<file path="config.mk">
export PLATFORM = sky130hd
export DESIGN_NAME = cci_mpf_prim_repl_lru_sched
export DESIGN_NICKNAME = d
export VERILOG_FILES = /design/src/rtl/cci_mpf_prim_repl_lru_sched.sv
export SDC_FILE = /design/constraint.sdc
export NUM_CORES = 1
export LEC_CHECK = 0
export ABC_AREA = 0
export CAP_MARGIN = 5
export CORE_ASPECT_RATIO = 1.25
export CORE_MARGIN = 2
export CORE_UTILIZATION = 56
export CTS_BUF_LIST = sky130_fd_sc_hd__clkbuf_4 sky130_fd_sc_hd__clkbuf_8
export CTS_CLUSTER_DIAMETER = 100
export DETAILED_ROUTE_END_ITERATION = 10
export GPL_ROUTABILITY_DRIVEN = 0
export GPL_TIMING_DRIVEN = 0
export PLACE_DENSITY = 0.95
export SYNTH_ARGS = -nofsm -noshare
export SYNTH_HDL_FRONTEND = slang
export SYNTH_SLANG_ARGS = --single-unit
</file>
<file path="constraint.sdc">
create_clock -name clk -period 8.6 [get_ports clk]
set_input_delay 1.29 -clock clk [delete_from_list [all_inputs] [get_ports clk]]
set_output_delay 1.29 -clock clk [all_outputs]
set_load 0.02 [all_outputs]
</file>
<file path="src/rtl/cci_mpf_prim_repl_lru_sched.sv">
// cci_mpf_prim_repl_lru_sched
//
// Scheduler in front of a pseudo-LRU replacement table that has one lookup
// port and two best-effort reference ports.
//
// Lookups from N_CLIENTS requesters are arbitrated round-robin. Each winner's
// ID rides a LOOKUP_LATENCY-deep tag pipeline, so the table response is
// returned tagged with the client that issued it.
//
// A single reference stream is buffered in a small coalescing FIFO. Entries
// are issued to the two table reference ports so that neither port is used
// two cycles after its previous use. Port 1 is also never used in a cycle
// that carries a lookup.
//
// Ports:
//   clk, reset                 clock, synchronous active-high reset
//   rdy                        scheduler/table ready (mirrors lruRdy)
//   lookupReqValid/Idx/Grant   per-client lookup request, index, one-hot grant
//   lookupRspValid/Client/     response valid, owning client, victim way
//     Way/WayVec                 (index and one-hot)
//   refEn/refIdx/refWayVec     incoming reference update
//   refDropCnt                 saturating count of dropped references
//   lruRdy                     table ready
//   lruLookupEn/Idx            table lookup request
//   lruLookupRspRdy/Rsp/VecRsp table lookup response
//   lruRefEn0/Idx0/WayVec0     table reference port 0
//   lruRefEn1/Idx1/WayVec1     table reference port 1

module cci_mpf_prim_repl_lru_sched #(
   parameter int N_WAYS         = 4,
   parameter int N_ENTRIES      = 1024,
   parameter int N_CLIENTS      = 2,
   parameter int REF_FIFO_DEPTH = 4,
   parameter int LOOKUP_LATENCY = 3
) (
   input  logic                                   clk,
   input  logic                                   reset,
   output logic                                   rdy,

   input  logic [N_CLIENTS-1:0]                   lookupReqValid,
   input  logic [N_CLIENTS*$clog2(N_ENTRIES)-1:0] lookupReqIdx,
   output logic [N_CLIENTS-1:0]                   lookupReqGrant,
   output logic                                   lookupRspValid,
   output logic [$clog2(N_CLIENTS)-1:0]           lookupRspClient,
   output logic [$clog2(N_WAYS)-1:0]              lookupRspWay,
   output logic [N_WAYS-1:0]                      lookupRspWayVec,

   input  logic                                   refEn,
   input  logic [$clog2(N_ENTRIES)-1:0]           refIdx,
   input  logic [N_WAYS-1:0]                      refWayVec,
   output logic [15:0]                            refDropCnt,

   input  logic                                   lruRdy,
   output logic                                   lruLookupEn,
   output logic [$clog2(N_ENTRIES)-1:0]           lruLookupIdx,
   input  logic                                   lruLookupRspRdy,
   input  logic [$clog2(N_WAYS)-1:0]              lruLookupRsp,
   input  logic [N_WAYS-1:0]                      lruLookupVecRsp,

   output logic                                   lruRefEn0,
   output logic [$clog2(N_ENTRIES)-1:0]           lruRefIdx0,
   output logic [N_WAYS-1:0]                      lruRefWayVec0,
   output logic                                   lruRefEn1,
   output logic [$clog2(N_ENTRIES)-1:0]           lruRefIdx1,
   output logic [N_WAYS-1:0]                      lruRefWayVec1
);

   localparam int IDXW = $clog2(N_ENTRIES);
   localparam int CW   = $clog2(N_CLIENTS);
   localparam int PW   = $clog2(REF_FIFO_DEPTH);

   // ------------------------------------------------------------------
   // Lookup arbitration
   // ------------------------------------------------------------------
   logic [CW-1:0] rr_ptr_q, rr_ptr_d;
   logic [CW-1:0] win_id, win_hi, win_any;
   logic          win_hi_found;
   logic          grant_en;

   // Scan from the top down so the last hit is the lowest index. win_hi is
   // the first valid client at or after the pointer; if there is none, the
   // search wraps to the lowest valid client overall.
   always_comb begin
      win_hi       = '0;
      win_any      = '0;
      win_hi_found = 1'b0;
      for (int c = N_CLIENTS - 1; c >= 0; c--) begin
         if (lookupReqValid[c]) begin
            win_any = CW'(c);
            if (CW'(c) >= rr_ptr_q) begin
               win_hi       = CW'(c);
               win_hi_found = 1'b1;
            end
         end
      end
      win_id   = win_hi_found ? win_hi : win_any;
      grant_en = lruRdy && (|lookupReqValid) && !reset;

      rr_ptr_d = rr_ptr_q;
      if (grant_en) begin
         rr_ptr_d = (win_id == CW'(N_CLIENTS - 1)) ? '0 : win_id + CW'(1);
      end
   end

   assign lookupReqGrant = grant_en ? (N_CLIENTS'(1) << win_id) : '0;
   assign lruLookupEn    = grant_en;
   assign lruLookupIdx   = lookupReqIdx[win_id*IDXW +: IDXW];
   assign rdy            = lruRdy;

   // ------------------------------------------------------------------
   // Response tag pipeline
   // ------------------------------------------------------------------
   logic [LOOKUP_LATENCY-1:0] tag_vld_q, tag_vld_d;
   logic [CW-1:0]             tag_id_q [LOOKUP_LATENCY];
   logic [CW-1:0]             tag_id_d [LOOKUP_LATENCY];

   always_comb begin
      tag_vld_d[0] = grant_en;
      tag_id_d[0]  = win_id;
      for (int s = 1; s < LOOKUP_LATENCY; s++) begin
         tag_vld_d[s] = tag_vld_q[s-1];
         tag_id_d[s]  = tag_id_q[s-1];
      end
   end

   // The table resets with the scheduler. Masking the response during reset
   // keeps stale in-flight responses from leaking out.
   assign lookupRspValid  = lruLookupRspRdy && !reset;
   assign lookupRspClient = tag_id_q[LOOKUP_LATENCY-1];
   assign lookupRspWay    = lruLookupRsp;
   assign lookupRspWayVec = lruLookupVecRsp;

   // The table must answer exactly when the matching tag reaches the tail.
   assert property (@(posedge clk) disable iff (reset)
                    lruLookupRspRdy == tag_vld_q[LOOKUP_LATENCY-1]);

   // ------------------------------------------------------------------
   // Reference FIFO and port scheduling
   // ------------------------------------------------------------------
   logic [IDXW-1:0]   fifo_idx_q [REF_FIFO_DEPTH];
   logic [IDXW-1:0]   fifo_idx_d [REF_FIFO_DEPTH];
   logic [N_WAYS-1:0] fifo_vec_q [REF_FIFO_DEPTH];
   logic [N_WAYS-1:0] fifo_vec_d [REF_FIFO_DEPTH];
   logic [PW-1:0]     wr_ptr_q, wr_ptr_d, rd_ptr_q, rd_ptr_d, newest_ptr;
   logic [PW:0]       cnt_q, cnt_d;
   logic [1:0]        p0_hist_q, p0_hist_d, p1_hist_q, p1_hist_d;
   logic [15:0]       drop_cnt_q, drop_cnt_d;
   logic              fifo_empty, fifo_full;
   logic              issue_p0, issue_p1, deq;
   logic              coalesce, enq, drop;

   // hist[1] marks an issue two cycles ago. The table is still doing its
   // read/modify/write for that set, so that port is skipped this cycle.
   // Port 1 also shares the table with the lookup port.
   always_comb begin
      fifo_empty = (cnt_q == '0);
      fifo_full  = (cnt_q == (PW+1)'(REF_FIFO_DEPTH));
      issue_p0   = 1'b0;
      issue_p1   = 1'b0;
      if (lruRdy && !fifo_empty && !reset) begin
         if (!p0_hist_q[1]) begin
            issue_p0 = 1'b1;
         end else if (!p1_hist_q[1] && !grant_en) begin
            issue_p1 = 1'b1;
         end
      end
      deq       = issue_p0 || issue_p1;
      p0_hist_d = {p0_hist_q[0], issue_p0};
      p1_hist_d = {p1_hist_q[0], issue_p1};
   end

   // A matching reference merges into the newest entry. If that entry is
   // the only one and it leaves this cycle, append a new entry instead.
   // Because a dequeue frees a slot in the same cycle, a full FIFO still
   // accepts the new reference.
   always_comb begin
      newest_ptr = wr_ptr_q - PW'(1);
      coalesce   = refEn && !fifo_empty &&
                   (fifo_idx_q[newest_ptr] == refIdx) &&
                   !(deq && (cnt_q == (PW+1)'(1)));
      enq        = refEn && !coalesce && (!fifo_full || deq);
      drop       = refEn && !coalesce && !enq;

      fifo_idx_d = fifo_idx_q;
      fifo_vec_d = fifo_vec_q;
      if (coalesce) begin
         fifo_vec_d[newest_ptr] = fifo_vec_q[newest_ptr] | refWayVec;
      end
      if (enq) begin
         fifo_idx_d[wr_ptr_q] = refIdx;
         fifo_vec_d[wr_ptr_q] = refWayVec;
      end

      wr_ptr_d   = enq ? wr_ptr_q + PW'(1) : wr_ptr_q;
      rd_ptr_d   = deq ? rd_ptr_q + PW'(1) : rd_ptr_q;
      cnt_d      = cnt_q + (PW+1)'(enq) - (PW+1)'(deq);
      drop_cnt_d = (drop && (drop_cnt_q != 16'hFFFF)) ? drop_cnt_q + 16'd1 : drop_cnt_q;
   end

   assign lruRefEn0     = issue_p0;
   assign lruRefIdx0    = fifo_idx_q[rd_ptr_q];
   assign lruRefWayVec0 = fifo_vec_q[rd_ptr_q];
   assign lruRefEn1     = issue_p1;
   assign lruRefIdx1    = fifo_idx_q[rd_ptr_q];
   assign lruRefWayVec1 = fifo_vec_q[rd_ptr_q];
   assign refDropCnt    = drop_cnt_q;

   // ------------------------------------------------------------------
   // State registers
   // ------------------------------------------------------------------
   always_ff @(posedge clk) begin
      if (reset) begin
         rr_ptr_q   <= '0;
         tag_vld_q  <= '0;
         for (int s = 0; s < LOOKUP_LATENCY; s++) begin
            tag_id_q[s] <= '0;
         end
         wr_ptr_q   <= '0;
         rd_ptr_q   <= '0;
         cnt_q      <= '0;
         p0_hist_q  <= '0;
         p1_hist_q  <= '0;
         drop_cnt_q <= '0;
      end else begin
         rr_ptr_q   <= rr_ptr_d;
         tag_vld_q  <= tag_vld_d;
         tag_id_q   <= tag_id_d;
         wr_ptr_q   <= wr_ptr_d;
         rd_ptr_q   <= rd_ptr_d;
         cnt_q      <= cnt_d;
         p0_hist_q  <= p0_hist_d;
         p1_hist_q  <= p1_hist_d;
         drop_cnt_q <= drop_cnt_d;
      end
   end

   // FIFO storage needs no reset; the pointers and count define validity.
   always_ff @(posedge clk) begin
      fifo_idx_q <= fifo_idx_d;
      fifo_vec_q <= fifo_vec_d;
   end

endmodule

</file>
==> impl_metrics.toml <==
[clocking]
clockRootBuffer = "clkbuf_8"
holdBufCountCts = 0
cts_setup_buffers = 0
clk_pin_slew_ns = 0.08
cts_made_buffers = 9
cts.sinks = 87
postCtsResizedCells = 0
htreeDepth = 3
clk_latency_ns = 0.37
cts_tree = "yes"
cts_buffer_depth = 2

[timing]
final_max_slew_viol_count = 0
relSlewSlack_pct = 35.4
fin_crit_ns = 4.89
tns_ns = 0
whs_ns = 0.446
rsz0062_at_grt = "false"
worstMarginPinSlew_ns = 0.970
finalHoldViolCount = 0
clock_skew_ns = 0.00876
setup_viol_count_final = 0
finalCritPeriodShare_pct = 56.9
clock.fmax_mhz = 204

[global_route]
grt_pass1_wl_um = 20000
grtUsageTotal_pct = 27.6
grt.busiest_layer = "met2"
grtUsageMet2_pct = 48.5
grt_max_degree = 15
grt_use_met3_pct = 5.44
antenna_found_initial = 0
grt_pass1_vias = 4040
met1_usage_pct = 31.4
grt-ovfl-total = 0

[placement]
dp_cells = 622
io_buffers = 108
dp_hpwl_um = 9040

[setup_path]
start_kind = "primary input"
cp_slowest_stage_delay_ns = 0.55
worstReg2RegStart = "wr_ptr_q[0]"
crit_path_end_kind = "output pin"
worst_ep_arrival_time_ns = 3.60
r2r_end = "cnt_q[1]"
rrSetupSlack_ns = 3.83
cp_max_fo = 10
cpMaxStageDelayCell = "clkdlybuf4s50_1"
worstPathRequired_ns = 7.31
path_cells = "clkdlybuf4s50_1 > inv_1 > o21ai_0 > clkbuf_1 > mux2_2 > clkdlybuf4s50_1"
r2r_cells = 17
crit_top_cell = "clkdlybuf4s50_1"
path_class = "primary input to output pin"

[detailed_routing]
wirelength_um = 12300
wl_per_cell_um = 19.4
drt_iter0_drc = 385
dr.pass1.iters = 5
drtAntennaViolNets = 0
drc_errors = 0
viasPerCell = 6.27
num_vias = 4001

[synthesis]
yosysSeqAreaShare_pct = 44.4
synth_cell_types = 44
synth_area_sq_mm = 0.00482
ys_warn_count = 0
synth_cells = 417
synth.ff_latch_count = 87
synth_fp_nets = 476
avgSynthCellArea_sq_um = 11.6

[layout]
mostFrequentLayoutCells = "clkdlybuf4s50_1 (108), dfxtp_1 (47), edfxtp_1 (40)"
syn2layout_area_growth_pct = 28.7
fillers = 512
finalNonFillerCells = 638
layout-drive-gt1-share_pct = 15.2
nets = 595
n_antenna_cell = 0
final_common_cell = "clkdlybuf4s50_1"

[hold_path]
timing.hold.worst.start = "tag_id_d[0]"
whs_path_depth = 1
hp-class = "flop to flop"
min_to = "lookupRspClient"

[power_and_ir_drop]
peakVddDrop_uv = 98.0
power.density_mw_per_mm2 = 213
p_leak_nw = 2.24
power_mw = 1.32

[die]
std_cell_rows = 37
die_h_um = 108
die_w_um = 87.0
die-area_sq_mm = 0.00938
coreArea_sq_mm = 0.00829
initial_utilization_pct = 58.2
pin_count = 115

[flow_run]
drv_cap = 0

[status]
status = "completed"
## critical path: cells and delay by family
family,cells,cell delay [ns]
compound gates,1,0.40
buf+inv,4,1.53
mux,1,0.39
## state kept, by name (all words and copies together), names as in the netlist
| register | flops |
|---|---|
| wr_ptr_q | 2 |
| cnt_q | 3 |
| lookupRspClient | 1 |
| rd_ptr_q | 2 |
| fifo_idx_q | 40 |
| tag_id_d | 2 |
| rr_ptr_q | 1 |
| refDropCnt | 16 |
| fifo_vec_q | 16 |
| p0_hist_q | 2 |
| p1_hist_q | 2 |
## worst max-delay path by stage
stage	endpoint	start
floorplan	cnt_q[1]	wr_ptr_q[0]
global placement	lruLookupIdx[0]	lookupReqValid[0]
CTS	lruLookupIdx[0]	lookupReqValid[0]
finish	lruLookupIdx[0]	lookupReqValid[0]
global route	cnt_q[1]	wr_ptr_q[0]
detailed placement	lruLookupIdx[0]	lookupReqValid[0]
## where the power goes
part / switching, mW / leakage (nW) / internal [mW]
sequential: 0.0457 / 0.752 / 0.493
clock: 0.142 / 0.0932 / 0.122
combinational: 0.253 / 1.39 / 0.266
total: 0.440 / 2.24 / 0.881
## cell usage after synthesis, drive strengths merged
| cell type | number | area, sq um |
|---|---|---|
| o2111ai | 1 | 8.76 |
| mux4 | 22 | 495 |
| inv | 26 | 97.6 |
| mux2 | 11 | 124 |
| a21oi | 15 | 75.1 |
| a211oi | 5 | 37.5 |
| nor2 | 19 | 71.3 |
| fa | 1 | 20.0 |
| nor4 | 2 | 27.5 |
| o21a | 1 | 7.51 |
| or3 | 1 | 6.26 |
| nand4 | 8 | 56.3 |
| or4 | 11 | 82.6 |
| edfxtp | 40 | 1200 |
| nor4b | 2 | 17.5 |
| or4b | 1 | 10.0 |
| ha | 11 | 138 |
| and2 | 4 | 25.0 |
| o41ai | 1 | 8.76 |
| mux2i | 19 | 190 |
| and3 | 16 | 100 |
| nand2 | 8 | 30.0 |
| a221oi | 13 | 114 |
| buf | 31 | 253 |
| nand2b | 1 | 6.26 |
| and4 | 2 | 17.5 |
| clkbuf | 12 | 45.0 |
| o21ai | 5 | 25.0 |
| xnor2 | 17 | 164 |
| o31a | 2 | 17.5 |
| o31ai | 13 | 97.6 |
| dfxtp | 47 | 941 |
| nor3b | 17 | 128 |
| nor2b | 10 | 62.6 |
| nor3 | 6 | 30.0 |
| xor2 | 3 | 26.3 |
| a31oi | 1 | 6.26 |
| nand3 | 12 | 60.1 |
## layer usage
metal / up-vias / part of all wire, %
li1: 1795 / -
met1: 1924 / 36
met2: 247 / 53
met3: 35 / 8.1
met4: 0 / 3.0
met5: - / 0
## metrics by stage
stage / worst slack, ns / area [sq um] / utilization (%)
after global placement: 3.75 / 6030 / 72.7
after detailed placement: 3.69 / 6030 / 72.7
after CTS: 3.69 / 6210 / 74.9
after global routing: 3.54 / 6210 / 74.9
after floorplan: 4.84 / 4820 / -
final: 3.71 / 6210 / 74.9
## cells by family after synthesis
group / share of synthesized area [%]
AO/OA/AOI/OAI: 8.25
flip-flops: 44.4
multiplexers: 16.8
AND/OR/NAND/NOR: 15.1
adder cells (fa/ha/maj): 3.27
buffers and inverters: 8.20
XOR/XNOR: 3.94
## area by class of cell
class                   instances  area [sq um]  share of cell area [%]
multi-input cells             261          2290                    36.8
flip-flops and latches         87          2140                    34.5
repair buffers                108          1080                    17.4
plain buffers                  43           298                    4.80
clock buffers                  12           159                    2.56
well taps                      97           121                    1.96
inverters                      26          97.6                    1.57
clock inverters                 4          21.3                   0.343
(Power assumes the default switching activity.)
